$ cat src/rtl/background_model_stream.sv
// Streaming background model: foreground/movement masks and a selective running-average
// background update. Define BACKGROUND_MODEL_FG_COUNT_EN to add a per-frame foreground counter.
module background_model_stream #(
  parameter int unsigned CHANNELS    = 3,
  parameter int unsigned CH_WIDTH    = 8,
  parameter int unsigned ALPHA_FRAC  = 7,
  parameter int unsigned INIT_FRAMES = 2,
  localparam int unsigned PIX_W      = CHANNELS * CH_WIDTH,
  localparam int unsigned SUM_W      = CH_WIDTH + 4
) (
  input  logic                clk,
  input  logic                aresetn,
  input  logic                s_valid,
  output logic                s_ready,
  input  logic [PIX_W-1:0]    s_cur,
  input  logic [PIX_W-1:0]    s_prev,
  input  logic [PIX_W-1:0]    s_bg,
  input  logic                s_sof,
  input  logic                s_eol,
  input  logic [ALPHA_FRAC:0] alpha,
  input  logic [SUM_W-1:0]    bg_th,
  input  logic [CH_WIDTH-1:0] fd_th,
  input  logic                learn_restart,
  output logic                m_valid,
  input  logic                m_ready,
  output logic [PIX_W-1:0]    m_bg,
  output logic [PIX_W-1:0]    m_fg_mask,
  output logic [PIX_W-1:0]    m_mv_mask,
  output logic                m_sof,
  output logic                m_eol,
  output logic                init_active
`ifdef BACKGROUND_MODEL_FG_COUNT_EN
  ,
  output logic [31:0]         fg_count,
  output logic                fg_count_valid
`endif
);

  // Luma is the most significant slice of the pixel word.
  localparam int unsigned LUMA_LSB = (CHANNELS - 1) * CH_WIDTH;
  localparam int unsigned PROD_W   = CH_WIDTH + ALPHA_FRAC + 1;
  localparam logic [ALPHA_FRAC:0] ALPHA_ONE = {1'b1, {ALPHA_FRAC{1'b0}}};

  typedef enum logic [0:0] {StLearn, StRun} learn_state_e;

  logic ce, acc, sof_acc;

  assign ce      = !m_valid | m_ready;
  assign s_ready = ce;
  assign acc     = s_valid & ce;
  assign sof_acc = acc & s_sof;

  // Only the luma of the previous frame takes part in motion detection.
  logic unused_prev;
  assign unused_prev = ^s_prev;

  // Frame-synchronous control shadows; the SOF beat itself uses the fresh values.
  logic [ALPHA_FRAC:0]  alpha_q, alpha_clamped, alpha_eff;
  logic [SUM_W-1:0]     bg_th_q, bg_th_eff;
  logic [CH_WIDTH-1:0]  fd_th_q, fd_th_eff;

  assign alpha_clamped = (alpha > ALPHA_ONE) ? ALPHA_ONE : alpha;
  assign alpha_eff     = s_sof ? alpha_clamped : alpha_q;
  assign bg_th_eff     = s_sof ? bg_th : bg_th_q;
  assign fd_th_eff     = s_sof ? fd_th : fd_th_q;

  always_ff @(posedge clk or negedge aresetn) begin
    if (!aresetn) begin
      alpha_q <= '0;
      bg_th_q <= '1;
      fd_th_q <= '1;
    end else if (sof_acc) begin
      alpha_q <= alpha_clamped;
      bg_th_q <= bg_th;
      fd_th_q <= fd_th;
    end
  end

  // Warm-up control
  learn_state_e state_q, state_d;
  logic [7:0]   frame_cnt_q, frame_cnt_d;
  logic         pix_init;

  always_ff @(posedge clk or negedge aresetn) begin
    if (!aresetn) begin
      state_q     <= StLearn;
      frame_cnt_q <= '0;
    end else begin
      state_q     <= state_d;
      frame_cnt_q <= frame_cnt_d;
    end
  end

  always_comb begin
    state_d     = state_q;
    frame_cnt_d = frame_cnt_q;
    pix_init    = (state_q == StLearn);
    if (learn_restart) begin
      state_d     = StLearn;
      frame_cnt_d = sof_acc ? 8'd1 : 8'd0;
      if (sof_acc) pix_init = 1'b1;
    end else if (sof_acc && state_q == StLearn) begin
      if (frame_cnt_q >= 8'(INIT_FRAMES)) begin
        state_d  = StRun;
        pix_init = 1'b0;
      end else begin
        frame_cnt_d = frame_cnt_q + 8'd1;
      end
    end
  end

  assign init_active = (state_q == StLearn);

  // Stage 1: capture pixel, per-pixel mode and effective controls
  logic                s1_valid, s1_sof, s1_eol, s1_init;
  logic [PIX_W-1:0]    s1_cur, s1_bg;
  logic [CH_WIDTH-1:0] s1_prev_y;
  logic [ALPHA_FRAC:0] s1_alpha;
  logic [SUM_W-1:0]    s1_bg_th;
  logic [CH_WIDTH-1:0] s1_fd_th;

  always_ff @(posedge clk or negedge aresetn) begin
    if (!aresetn) begin
      s1_valid  <= 1'b0;
      s1_sof    <= 1'b0;
      s1_eol    <= 1'b0;
      s1_init   <= 1'b0;
      s1_cur    <= '0;
      s1_bg     <= '0;
      s1_prev_y <= '0;
      s1_alpha  <= '0;
      s1_bg_th  <= '0;
      s1_fd_th  <= '0;
    end else if (ce) begin
      s1_valid  <= s_valid;
      s1_sof    <= s_sof;
      s1_eol    <= s_eol;
      s1_init   <= pix_init;
      s1_cur    <= s_cur;
      s1_bg     <= s_bg;
      s1_prev_y <= s_prev[LUMA_LSB +: CH_WIDTH];
      s1_alpha  <= alpha_eff;
      s1_bg_th  <= bg_th_eff;
      s1_fd_th  <= fd_th_eff;
    end
  end

  // Stage 2: absolute differences
  logic [PIX_W-1:0]    diff_d;
  logic [CH_WIDTH-1:0] dy_d, s1_cur_y;

  assign s1_cur_y = s1_cur[LUMA_LSB +: CH_WIDTH];
  assign dy_d     = (s1_cur_y >= s1_prev_y) ? s1_cur_y - s1_prev_y : s1_prev_y - s1_cur_y;

  always_comb begin
    diff_d = '0;
    for (int k = 0; k < int'(CHANNELS); k++) begin
      diff_d[k*CH_WIDTH +: CH_WIDTH] =
          (s1_cur[k*CH_WIDTH +: CH_WIDTH] >= s1_bg[k*CH_WIDTH +: CH_WIDTH]) ?
          s1_cur[k*CH_WIDTH +: CH_WIDTH] - s1_bg[k*CH_WIDTH +: CH_WIDTH] :
          s1_bg[k*CH_WIDTH +: CH_WIDTH] - s1_cur[k*CH_WIDTH +: CH_WIDTH];
    end
  end

  logic                s2_valid, s2_sof, s2_eol, s2_init;
  logic [PIX_W-1:0]    s2_cur, s2_bg, s2_diff;
  logic [CH_WIDTH-1:0] s2_dy;
  logic [ALPHA_FRAC:0] s2_alpha;
  logic [SUM_W-1:0]    s2_bg_th;
  logic [CH_WIDTH-1:0] s2_fd_th;

  always_ff @(posedge clk or negedge aresetn) begin
    if (!aresetn) begin
      s2_valid <= 1'b0;
      s2_sof   <= 1'b0;
      s2_eol   <= 1'b0;
      s2_init  <= 1'b0;
      s2_cur   <= '0;
      s2_bg    <= '0;
      s2_diff  <= '0;
      s2_dy    <= '0;
      s2_alpha <= '0;
      s2_bg_th <= '0;
      s2_fd_th <= '0;
    end else if (ce) begin
      s2_valid <= s1_valid;
      s2_sof   <= s1_sof;
      s2_eol   <= s1_eol;
      s2_init  <= s1_init;
      s2_cur   <= s1_cur;
      s2_bg    <= s1_bg;
      s2_diff  <= diff_d;
      s2_dy    <= dy_d;
      s2_alpha <= s1_alpha;
      s2_bg_th <= s1_bg_th;
      s2_fd_th <= s1_fd_th;
    end
  end

  // Stage 3: weighted sum (chroma counts double) and threshold decisions
  logic [SUM_W-1:0] w_sum;
  logic             fg_d, mv_d;

  always_comb begin
    w_sum = '0;
    for (int k = 0; k < int'(CHANNELS); k++) begin
      if (k == int'(CHANNELS) - 1) begin
        w_sum = w_sum + SUM_W'(s2_diff[k*CH_WIDTH +: CH_WIDTH]);
      end else begin
        w_sum = w_sum + (SUM_W'(s2_diff[k*CH_WIDTH +: CH_WIDTH]) << 1);
      end
    end
  end

  assign fg_d = (w_sum > s2_bg_th);
  assign mv_d = (s2_dy > s2_fd_th);

  logic                s3_valid, s3_sof, s3_eol, s3_init, s3_fg, s3_mv;
  logic [PIX_W-1:0]    s3_cur, s3_bg;
  logic [ALPHA_FRAC:0] s3_alpha;

  always_ff @(posedge clk or negedge aresetn) begin
    if (!aresetn) begin
      s3_valid <= 1'b0;
      s3_sof   <= 1'b0;
      s3_eol   <= 1'b0;
      s3_init  <= 1'b0;
      s3_fg    <= 1'b0;
      s3_mv    <= 1'b0;
      s3_cur   <= '0;
      s3_bg    <= '0;
      s3_alpha <= '0;
    end else if (ce) begin
      s3_valid <= s2_valid;
      s3_sof   <= s2_sof;
      s3_eol   <= s2_eol;
      s3_init  <= s2_init;
      s3_fg    <= fg_d;
      s3_mv    <= mv_d;
      s3_cur   <= s2_cur;
      s3_bg    <= s2_bg;
      s3_alpha <= s2_alpha;
    end
  end

  // Stage 4: running-average blend and output registers
  logic [PROD_W-1:0] blend_sum;
  logic [PIX_W-1:0]  blend_pix;

  always_comb begin
    blend_pix = '0;
    blend_sum = '0;
    for (int k = 0; k < int'(CHANNELS); k++) begin
      blend_sum = PROD_W'(s3_cur[k*CH_WIDTH +: CH_WIDTH]) * PROD_W'(s3_alpha)
                + PROD_W'(s3_bg[k*CH_WIDTH +: CH_WIDTH]) * PROD_W'(ALPHA_ONE - s3_alpha);
      blend_pix[k*CH_WIDTH +: CH_WIDTH] = CH_WIDTH'(blend_sum >> ALPHA_FRAC);
    end
  end

  always_ff @(posedge clk or negedge aresetn) begin
    if (!aresetn) begin
      m_valid   <= 1'b0;
      m_sof     <= 1'b0;
      m_eol     <= 1'b0;
      m_bg      <= '0;
      m_fg_mask <= '0;
      m_mv_mask <= '0;
    end else if (ce) begin
      m_valid <= s3_valid;
      m_sof   <= s3_sof;
      m_eol   <= s3_eol;
      if (s3_init) begin
        m_bg      <= s3_cur;
        m_fg_mask <= '0;
        m_mv_mask <= '0;
      end else begin
        m_bg      <= (s3_fg | s3_mv) ? s3_bg : blend_pix;
        m_fg_mask <= {PIX_W{s3_fg}};
        m_mv_mask <= {PIX_W{s3_mv}};
      end
    end
  end

`ifdef BACKGROUND_MODEL_FG_COUNT_EN
  // Counted at the output handshake; an SOF beat closes the previous frame and opens the next.
  logic [31:0] fg_run_q;
  logic        out_beat, beat_fg;

  assign out_beat = m_valid & m_ready;
  assign beat_fg  = m_fg_mask[0];

  always_ff @(posedge clk or negedge aresetn) begin
    if (!aresetn) begin
      fg_run_q       <= '0;
      fg_count       <= '0;
      fg_count_valid <= 1'b0;
    end else begin
      fg_count_valid <= 1'b0;
      if (out_beat) begin
        if (m_sof) begin
          fg_count       <= fg_run_q;
          fg_count_valid <= 1'b1;
          fg_run_q       <= {31'b0, beat_fg};
        end else if (beat_fg && fg_run_q != '1) begin
          fg_run_q <= fg_run_q + 32'd1;
        end
      end
    end
  end
`endif

endmodule

$ cat config.mk
export PLATFORM = sky130hd
export DESIGN_NAME = background_model_stream
export DESIGN_NICKNAME = d
export VERILOG_FILES = /design/src/rtl/background_model_stream.sv
export SDC_FILE = /design/constraint.sdc
export NUM_CORES = 2
export LEC_CHECK = 0
export CAP_MARGIN = 20
export CORE_MARGIN = 2
export CORE_UTILIZATION = 50
export CTS_BUF_LIST = sky130_fd_sc_hd__clkbuf_4 sky130_fd_sc_hd__clkbuf_8 sky130_fd_sc_hd__clkbuf_16
export DETAILED_ROUTE_END_ITERATION = 6
export GPL_TIMING_DRIVEN = 0
export HOLD_SLACK_MARGIN = 0.08
export PLACE_DENSITY = 0.67
export SETUP_SLACK_MARGIN = 0.2
export SLEW_MARGIN = 20
export SYNTH_ARGS = -nofsm -noshare
export SYNTH_HDL_FRONTEND = slang
export SYNTH_SLANG_ARGS = --single-unit
$ cat constraint.sdc
create_clock -name clk -period 8.2 [get_ports clk]
set_clock_uncertainty 0.05 [all_clocks]
set_input_delay 1.64 -clock clk [delete_from_list [all_inputs] [get_ports clk]]
set_output_delay 1.64 -clock clk [all_outputs]
set_load 0.005 [all_outputs]
==> impl_summary.log <==
[metrics] cell area after synthesis: 0.0300 mm²
[metrics] slowest cell on the critical path: sky130_fd_sc_hd__dfrtp_1
[metrics] count of mapped cells out of synthesis: 3,350
[metrics] global route total overflow: 0
[metrics] Core Region: 0.0591 mm²
[metrics] Critical Path Sink Type: register
[metrics] Synth top cells by count: 720 x sky130_fd_sc_hd__nand2_1, 501 x sky130_fd_sc_hd__inv_1, 332 x sky130_fd_sc_hd__fa_1
[metrics] number of max-slew violations in the final report: 0
[metrics] DRC violation count after routing: 0
[metrics] Max Root-Sink Buffers: 3
[metrics] fraction of post-synthesis cell area in the top cell type by area: 25.7%
[metrics] cell with the most instances after synthesis: sky130_fd_sc_hd__nand2_1
[metrics] fraction of registers with async set or reset after synthesis: 100%
[metrics] cell row count: 89
[metrics] fin worst setup slack: 0.512 ns
[metrics] Setup crit start kind: register
[metrics] Area Growth Syn to Fin: 13.5%
[metrics] cell taking the most area after synthesis: sky130_fd_sc_hd__dfrtp_1
[metrics] Largest stage delay, worst path: 0.54 ns
[metrics] first-pass GRT wire length: 134,000 µm
[metrics] hold buffer count at cts: 0
[metrics] Area contributors post-synth: sky130_fd_sc_hd__dfrtp_1 26%, sky130_fd_sc_hd__fa_1 22%, sky130_fd_sc_hd__ha_1 10%, sky130_fd_sc_hd__nand2_1 9.0%, sky130_fd_sc_hd__inv_1 6.3%
[metrics] highest attainable clock frequency: 130 MHz
[metrics] CTS tree: yes
[metrics] EDFF count, synth: 0
[metrics] number of nets at the end of the flow: 4,249
[metrics] most common flop cell mapped by yosys: sky130_fd_sc_hd__dfrtp_1
[metrics] die width: 249 µm
[metrics] worst skew pair latency: 0.54 ns
[metrics] YS warnings: 0
[metrics] port bufs: 167
[metrics] root cell of the clock tree: sky130_fd_sc_hd__clkbuf_16
[metrics] max-cap viol count: 0
[metrics] arrival time of data at the critical path endpoint: 8.00 ns
[metrics] Initial Utilization: 50.7%
[metrics] post-detail-place hpwl: 67,000 µm
[metrics] Final period util: 93.8%
[metrics] fraction of final layout cells sized beyond drive strength 1: 5.30%
[metrics] required time at the endpoint of the critical path: 8.51 ns
[metrics] GR Util All Layers: 27.9%
[metrics] result of the run: complete, no violations
[metrics] antenna violations before repair: 0
[metrics] post-CTS clock slew at the launch and capture registers of the worst setup and hold paths: 0.06 ns
[metrics] DR pass1 iterations: 5
[metrics] Synth Register Bits: 328
[metrics] net count after synthesis: 4,040
[metrics] type of the tightest min-delay check: register to register
[metrics] number of hold-slack violations in the final timing report: 0
[metrics] worst setup path category: register to register
[metrics] number of DRC markers after the initial detailed-route iteration: 1,513
[metrics] share of the yosys chip area belonging to registers: 27.4%
[metrics] number of distinct library cells after synthesis: 76
[metrics] Rel. slew slack: 23.7%
[metrics] pin slew with the least headroom to its limit: 1.14 ns
[metrics] number of global-route vias before repair: 23,413
[metrics] die span in y: 249 µm
[metrics] final setup TNS: 0 ns
[metrics] RSZ-0062 raised after global routing: no
[metrics] Total Routed Length: 84,500 µm
[metrics] area of the die: 0.0620 mm²
[metrics] routed vias: 23,088
[metrics] depth of the CTS H-tree: 2
[metrics] ANT nets after route: 0
[metrics] ports placed on the boundary: 184
[metrics] Avg Cell Area, Syn: 8.95 µm²
[metrics] clock period minus worst slack: 7.69 ns
[metrics] final setup vio count: 0
[metrics] mean number of vias per cell: 5.30
[metrics] Clock Sinks: 328
[metrics] critical path fanouts, max: 10
[metrics] routed wirelength normalized by instance count: 19.4 µm
[metrics] pre-CTS worst setup slack: -0.112 ns
[metrics] Final GP Congestion: 0.938
[metrics] pin count of the biggest net entering global routing: 98
[metrics] CTS buffer count: 35
==> per-stage QoR <==
stage | util [%] | hold WS (ns) | instance area [µm²] | cells
after floorplan | - | 0.380 | 30000 | 3350
after global placement | 55.2 | 0.392 | 32600 | 4290
after detailed placement | 55.3 | 0.398 | 32700 | 4293
after CTS | 57.4 | 0.408 | 34000 | 4354
after global routing | 57.5 | 0.417 | 34000 | 4356
final | 57.6 | 0.406 | 34000 | 4357
==> registers in the layout (all words and copies together) (netlist names), 12 cells and up <==
name,flops
s2_bg,24
s1_bg_th,12
s3_cur,24
s1_bg,24
bg_th_q,12
s2_bg_th,12
s2_cur,24
s1_cur,24
s3_bg,24
s2_diff,24
m_bg,24
==> cells in the final DEF, fill, tap and decap left out, types with 67 or more instances in the layout <==
cell,n
sky130_fd_sc_hd__fa_1,332
sky130_fd_sc_hd__clkdlybuf4s50_1,166
sky130_fd_sc_hd__inv_1,501
sky130_fd_sc_hd__ha_1,251
sky130_fd_sc_hd__nand2_1,720
sky130_fd_sc_hd__a21oi_1,81
sky130_fd_sc_hd__clkbuf_1,148
sky130_fd_sc_hd__dfrtp_1,308
sky130_fd_sc_hd__and2_1,206
sky130_fd_sc_hd__o21ai_0,211
sky130_fd_sc_hd__nor2_1,80
sky130_fd_sc_hd__xnor2_1,67
==> layout make-up <==
type                       count  area [µm²]
buffer                       231        1110
inverter                     502        1880
multi-input combinational   2289       18800
timing repair buffer         172        1770
fill                        5373       25100
tap                          773         967
antenna                        1        2.50
clock buffer                  48        1030
sequential                   328        8230
clock inverter                13         193
==> cells by family after synthesis <==
family	Yosys count	share of synthesized area, %
DFF	328	27.4
xor gates and xnor gates	89	2.60
and+or+nand+nor	1151	17.4
buffers and inverters	733	9.94
muxes	45	1.53
AOI/OAI and AO/OA	421	8.43
adders and majority gates	583	32.6
==> critical path: cells and delay by family, from the launching register on <==
family          cells  cell delay, ns
xor+xnor            2            0.49
flops               1            0.54
simple gates        2            0.25
fa+ha+maj           8            3.57
buf+inv             8            1.04
compound gates      6            1.55
==> worst paths after layout <==
check / start / slack (ns) / cells past startpoint / to
worst min register to register: fd_th_q[5] / 0.41 / 2 / fd_th_q[5]
worst min-delay path: fd_th_q[5] / 0.41 / 2 / fd_th_q[5]
max in group asynchronous: aresetn / 6.14 / 2 / m_bg[14]
worst max-delay path: s3_alpha[0] / 0.51 / 26 / m_bg[23]
worst max register to register: s3_alpha[0] / 0.51 / 26 / m_bg[23]
min in group asynchronous: aresetn / 1.05 / 1 / s1_bg_th[3]
==> layer usage <==
layer | wire [µm] | track usage, %
met5 | 0 | 0
met3 | 5530 | 4.38
met2 | 40300 | 46.4
met4 | 3450 | 10.6
met1 | 35200 | 37.0
==> what timing repair did <==
action | 4_1_cts | 5_1_grt
cloned | 0 | 0
gates resized for setup | 6 | 21
pin swaps | 0 | 1
endpoints found under the setup margin | 9 | 11
setup buffers | 0 | 2
Power is not shown: default switching activity piles up to over one toggle a cycle in this logic, so the estimate is an artifact.
